==> src/rtl/l2_arbiter.sv <==
// l2_arbiter: shares the single L2 port between the L1 I-cache and D-cache.
// D wins ties until STARVE_MAX consecutive D grants have been given while
// I was waiting; then I is forced through. A grant is held until l2_resp.
module l2_arbiter #(
  parameter int unsigned STARVE_MAX = 4
) (
  input  logic         clk,
  input  logic         rst,

  input  logic         icache_read,
  input  logic [15:0]  icache_address,
  output logic [127:0] icache_rdata,
  output logic         icache_resp,

  input  logic         dcache_read,
  input  logic         dcache_write,
  input  logic [15:0]  dcache_address,
  input  logic [127:0] dcache_wdata,
  output logic [127:0] dcache_rdata,
  output logic         dcache_resp,

  output logic         l2_read,
  output logic         l2_write,
  output logic [15:0]  l2_address,
  output logic [127:0] l2_wdata,
  input  logic [127:0] l2_rdata,
  input  logic         l2_resp
);

  localparam logic [2:0] STARVE_LIM = 3'(STARVE_MAX);

  typedef enum logic [1:0] {
    IDLE    = 2'd0,
    SERVE_I = 2'd1,
    SERVE_D = 2'd2
  } state_e;

  state_e     state_q, state_d;
  logic [2:0] starve_cnt_q, starve_cnt_d;

  logic i_req;
  logic d_req;

  assign i_req = icache_read;
  assign d_req = dcache_read | dcache_write;

  always_ff @(posedge clk) begin
    if (rst) begin
      state_q      <= IDLE;
      starve_cnt_q <= '0;
    end else begin
      state_q      <= state_d;
      starve_cnt_q <= starve_cnt_d;
    end
  end

  always_comb begin
    state_d      = state_q;
    starve_cnt_d = starve_cnt_q;
    case (state_q)
      IDLE: begin
        if (d_req && i_req) begin
          // >= rather than == keeps I winning if the counter were ever past the limit
          if (starve_cnt_q >= STARVE_LIM) begin
            state_d      = SERVE_I;
            starve_cnt_d = '0;
          end else begin
            state_d      = SERVE_D;
            starve_cnt_d = starve_cnt_q + 3'd1;
          end
        end else if (d_req) begin
          state_d = SERVE_D;
        end else if (i_req) begin
          state_d      = SERVE_I;
          starve_cnt_d = '0;
        end
      end
      SERVE_I: begin
        if (l2_resp) state_d = IDLE;
      end
      SERVE_D: begin
        if (l2_resp) state_d = IDLE;
      end
      default: begin
        state_d      = IDLE;
        starve_cnt_d = '0;
      end
    endcase
  end

  assign icache_rdata = l2_rdata;
  assign dcache_rdata = l2_rdata;

  always_comb begin
    l2_read     = 1'b0;
    l2_write    = 1'b0;
    l2_address  = '0;
    l2_wdata    = '0;
    icache_resp = 1'b0;
    dcache_resp = 1'b0;
    case (state_q)
      SERVE_I: begin
        l2_read     = icache_read;
        l2_address  = icache_address;
        icache_resp = l2_resp;
      end
      SERVE_D: begin
        l2_write    = dcache_write;
        l2_read     = dcache_read & ~dcache_write;
        l2_address  = dcache_address;
        l2_wdata    = dcache_wdata;
        dcache_resp = l2_resp;
      end
      default: begin
      end
    endcase
  end

endmodule

==> config.mk <==
export PLATFORM = sky130hd
export DESIGN_NAME = l2_arbiter
export DESIGN_NICKNAME = d
export VERILOG_FILES = /design/src/rtl/l2_arbiter.sv
export SDC_FILE = /design/constraint.sdc
export NUM_CORES = 1
export LEC_CHECK = 0
export ABC_CLOCK_PERIOD_IN_PS = 2850
export CORE_AREA = 2 2 270 272
export DETAILED_ROUTE_END_ITERATION = 7
export DIE_AREA = 0 0 272 274
export PLACE_DENSITY = 0.32
export SKIP_LAST_GASP = 1
export SYNTH_ARGS = -nofsm -noshare
export SYNTH_HDL_FRONTEND = slang
export SYNTH_SLANG_ARGS = --single-unit
==> constraint.sdc <==
create_clock -name clk -period 2.85 [get_ports clk]
set_clock_uncertainty 0.15 [all_clocks]
set_input_delay 0.57 -clock clk [delete_from_list [all_inputs] [get_ports clk]]
set_output_delay 0.57 -clock clk [all_outputs]
set_load 0.05 [all_outputs]
==> flow_summary.yaml <==
place:
  gp_congestion: 0.765
  place_hpwl_mm: 14.6
  dp_cells: 1481
  port_buffers: 313
die:
  die_area_um2: 74500
  die_w_um: 272
  initial_core_util: 0.0474
  fp.dieH_um: 274
  ioPinCount: 698
  design.core.area_um2: 72000
  num_rows: 99
synthesis:
  syn_area_per_cell_um2: 7.10
  synth-adder-area-share: 0.0184
  synth_mux_area_frac: 0
  netlist_instances: 480
  synth_area_um2: 3410
  synth_seq_cells: 5
  synth_warnings: 0
  synthSimpleGateAreaFrac: 0.301
  ys_seq_area_frac: 0.0294
  synth_cell_types: 24
  synth_top_family_by_area: "buffers and inverters"
  syn-num-nets: 779
  synth_compound_area_frac: 0.0525
  synth_xor_area_frac: 0
worst_setup_path:
  critPathArrivalTime_ns: 1.92
  cp_max_fo: 23
  end_kind: "primary output"
  cp-start-kind: "flip-flop"
  critPathKind: "reg -> out"
  required_ns: 2.13
status:
  status: "finished, final reports clean"
global_route:
  grt_max_degree: 76
  antenna_found_initial: 1
  grt_first_pass_wirelength_mm: 22.1
  gr-usage-all-layers: 0.0393
  grt_pass1_vias: 3473
  grt-ovfl-total: 0
timing:
  slew_headroom: 0.554
  setup_tns_ns: 0
  setup_viol: 0
  rsz0062_at_grt: "false"
  period_share: 0.927
  period_minus_slack_ns: 2.64
  slew_violations: 0
  hold_viol: 0
  max_freq_mhz: 378
  tightest_slew_ns: 0.668
cts:
  cts_buffer_depth: 2
  clock_latency_ns: 0.23
  cts_buffers: 3
  cts_root_buf: "clkbuf_16"
  postCtsSetupBuffers: 0
  cts_hold_buf: 0
  clkTransAtPathRegs_ns: 0.03
  cts_num_sinks: 5
  tritoncts: "done"
  cts_htree_levels: 1
route:
  wl_met1_mm: 4.09
  wl_mm: 16.4
  wl_met3_mm: 3.65
  ant_nets: 0
  via_per_inst: 2.12
  topRoutingLayerUsed: "met4"
  wl_per_cell_um: 11.0
  dr.pass1.iters: 4
  vias: 3154
  drc: 0
  drtIter0Drc: 83
  wl_met2_mm: 7.91
layout:
  fillers: 8310
  fin_cells: 1485
  syn_to_final_growth_pct: 105
  diodes: 0
  final_nets: 826
  drive_gt1_frac: 0.306
  register_area_um2: 100
  multi_input_area_um2: 1280
pwr:
  p_leak_uw: 0.00241
  powerDensity_nw_per_um2: 282
  ir_drop_mv: 0.130
worst_hold_path:
  hold_path.class: "reg -> reg"
run:
  maxCapViolCount: 0
==> through the flow <==
| stage | hold WS (ns) | setup slack (ns) | utilization | area, um2 | power [uW] |
|---|---|---|---|---|---|
| 6_report | 0.344 | 0.207 | 0.0972 | 6990 | 1970 |
| 5_1_grt | 0.388 | 0.0398 | 0.0972 | 6990 | 2060 |
| 4_1_cts | 0.344 | 0.0940 | 0.0971 | 6990 | 2000 |
| 3_5_place_dp | 0.339 | 0.180 | 0.0960 | 6910 | 1760 |
| 3_3_place_gp | 0.336 | 0.257 | 0.0960 | 6910 | 1770 |
| 2_1_floorplan | 0.310 | 0.474 | - | 3410 | 1810 |
==> Yosys cell counts <==
master	n	share of area
buf_4	258	0.57
and2_1	132	0.24
nor2b_1	17	0.031
a22oi_1	16	0.035
clkbuf_2	13	0.019
a21oi_1	5	0.0073
dfxtp_1	5	0.029
ha_1	5	0.018
o21ai_0	5	0.0073
inv_1	4	0.0044
buf_2	3	0.0044
nand2_1	3	0.0033
clkbuf_1	2	0.0022
nand3_1	2	0.0029
and2b_2	1	0.0026
and4bb_1	1	0.0037
nand2b_1	1	0.0018
nand4_1	1	0.0018
nor2_1	1	0.0011
nor3_1	1	0.0015
nor3_2	1	0.0029
nor4b_2	1	0.0044
o2111ai_1	1	0.0026
or2_2	1	0.0018
==> cell families (layout without fill, tap and decap cells) <==
kind of cell	count (synthesis)	in the layout
buf+inv	280	326
simple gates	163	163
compound gates	27	27
fa+ha+maj	5	5
flops	5	5
==> metal layers <==
| layer | up-vias | global-route usage |
|---|---|---|
| met5 | - | 0 |
| met4 | 0 | 0.0187 |
| met3 | 57 | 0.0363 |
| met2 | 515 | 0.0716 |
| met1 | 1272 | 0.0265 |
| li1 | 1310 | - |
==> state kept, by name (all words and copies together), names as in the netlist <==
signal,flops
starve_cnt_q,3
state_q,2
==> report_power, final <==
group	switching (uW)	leakage (uW)	internal [uW]	total [uW]
Combinational	865	0.00233	796	1660
Sequential	4.57	0.0000408	75.1	79.7
Clock	48.0	0.0000382	186	234
Total	918	0.00241	1060	1970
==> critical path: stages, from the launching register on <==
cell and delay [ns]:
dfxtp_1 0.39, inv_1 0.08, ha_1 0.72, nor2b_1 0.32, buf_12 0.17
==> path summary, 6_finish.rpt <==
kind / start / end / slack, ns / cells past startpoint
setup / recovery: state_q[1]$_SDFFE_PP0P_ / l2_address[6] / 0.21 / 4
hold / removal: starve_cnt_q[1]$_SDFFE_PP0P_ / starve_cnt_q[1]$_SDFFE_PP0P_ / 0.34 / 2
setup reg to reg: state_q[1]$_SDFFE_PP0P_ / starve_cnt_q[0]$_SDFFE_PP0P_ / 0.82 / 5
hold reg to reg: starve_cnt_q[1]$_SDFFE_PP0P_ / starve_cnt_q[1]$_SDFFE_PP0P_ / 0.34 / 2
==> what timing repair did <==
action,in CTS,in global routing
endpoints found under the setup margin,0,1
hold endpoints to repair,0,0
gates resized for setup,0,1
==> cell type report <==
type / count / share of cell area
Clock buffer: 4 / 0.0113
Inverter: 4 / 0.00215
Multi-Input combinational cell: 195 / 0.183
Sequential cell: 5 / 0.0143
Tap cell: 959 / 0.172
Timing Repair Buffer: 318 / 0.617
==> cells in the final DEF (no fill, tap or decap) <==
master / synthesis / routed
clkdlybuf4s50_1: 0 / 165
and2_1: 132 / 132
buf_12: 0 / 121
buf_4: 258 / 31
nor2b_1: 17 / 17
a22oi_1: 16 / 16
o21ai_0: 5 / 5
a21oi_1: 5 / 5
dfxtp_1: 5 / 5
inv_1: 4 / 4
ha_1: 5 / 4
nand2_1: 3 / 3
clkbuf_16: 0 / 3
nand3_1: 2 / 2
nor4b_2: 1 / 1
or2_2: 1 / 1
nand2b_1: 1 / 1
nand4_1: 1 / 1
and4bb_1: 1 / 1
and2b_2: 1 / 1
nor3_1: 1 / 1
nor3_2: 1 / 1
nor2_1: 1 / 1
o2111ai_1: 1 / 1
ha_4: 0 / 1
clkbuf_1: 2 / 1
buf_6: 0 / 1
No activity file was read; power rests on OpenSTA's default activity.
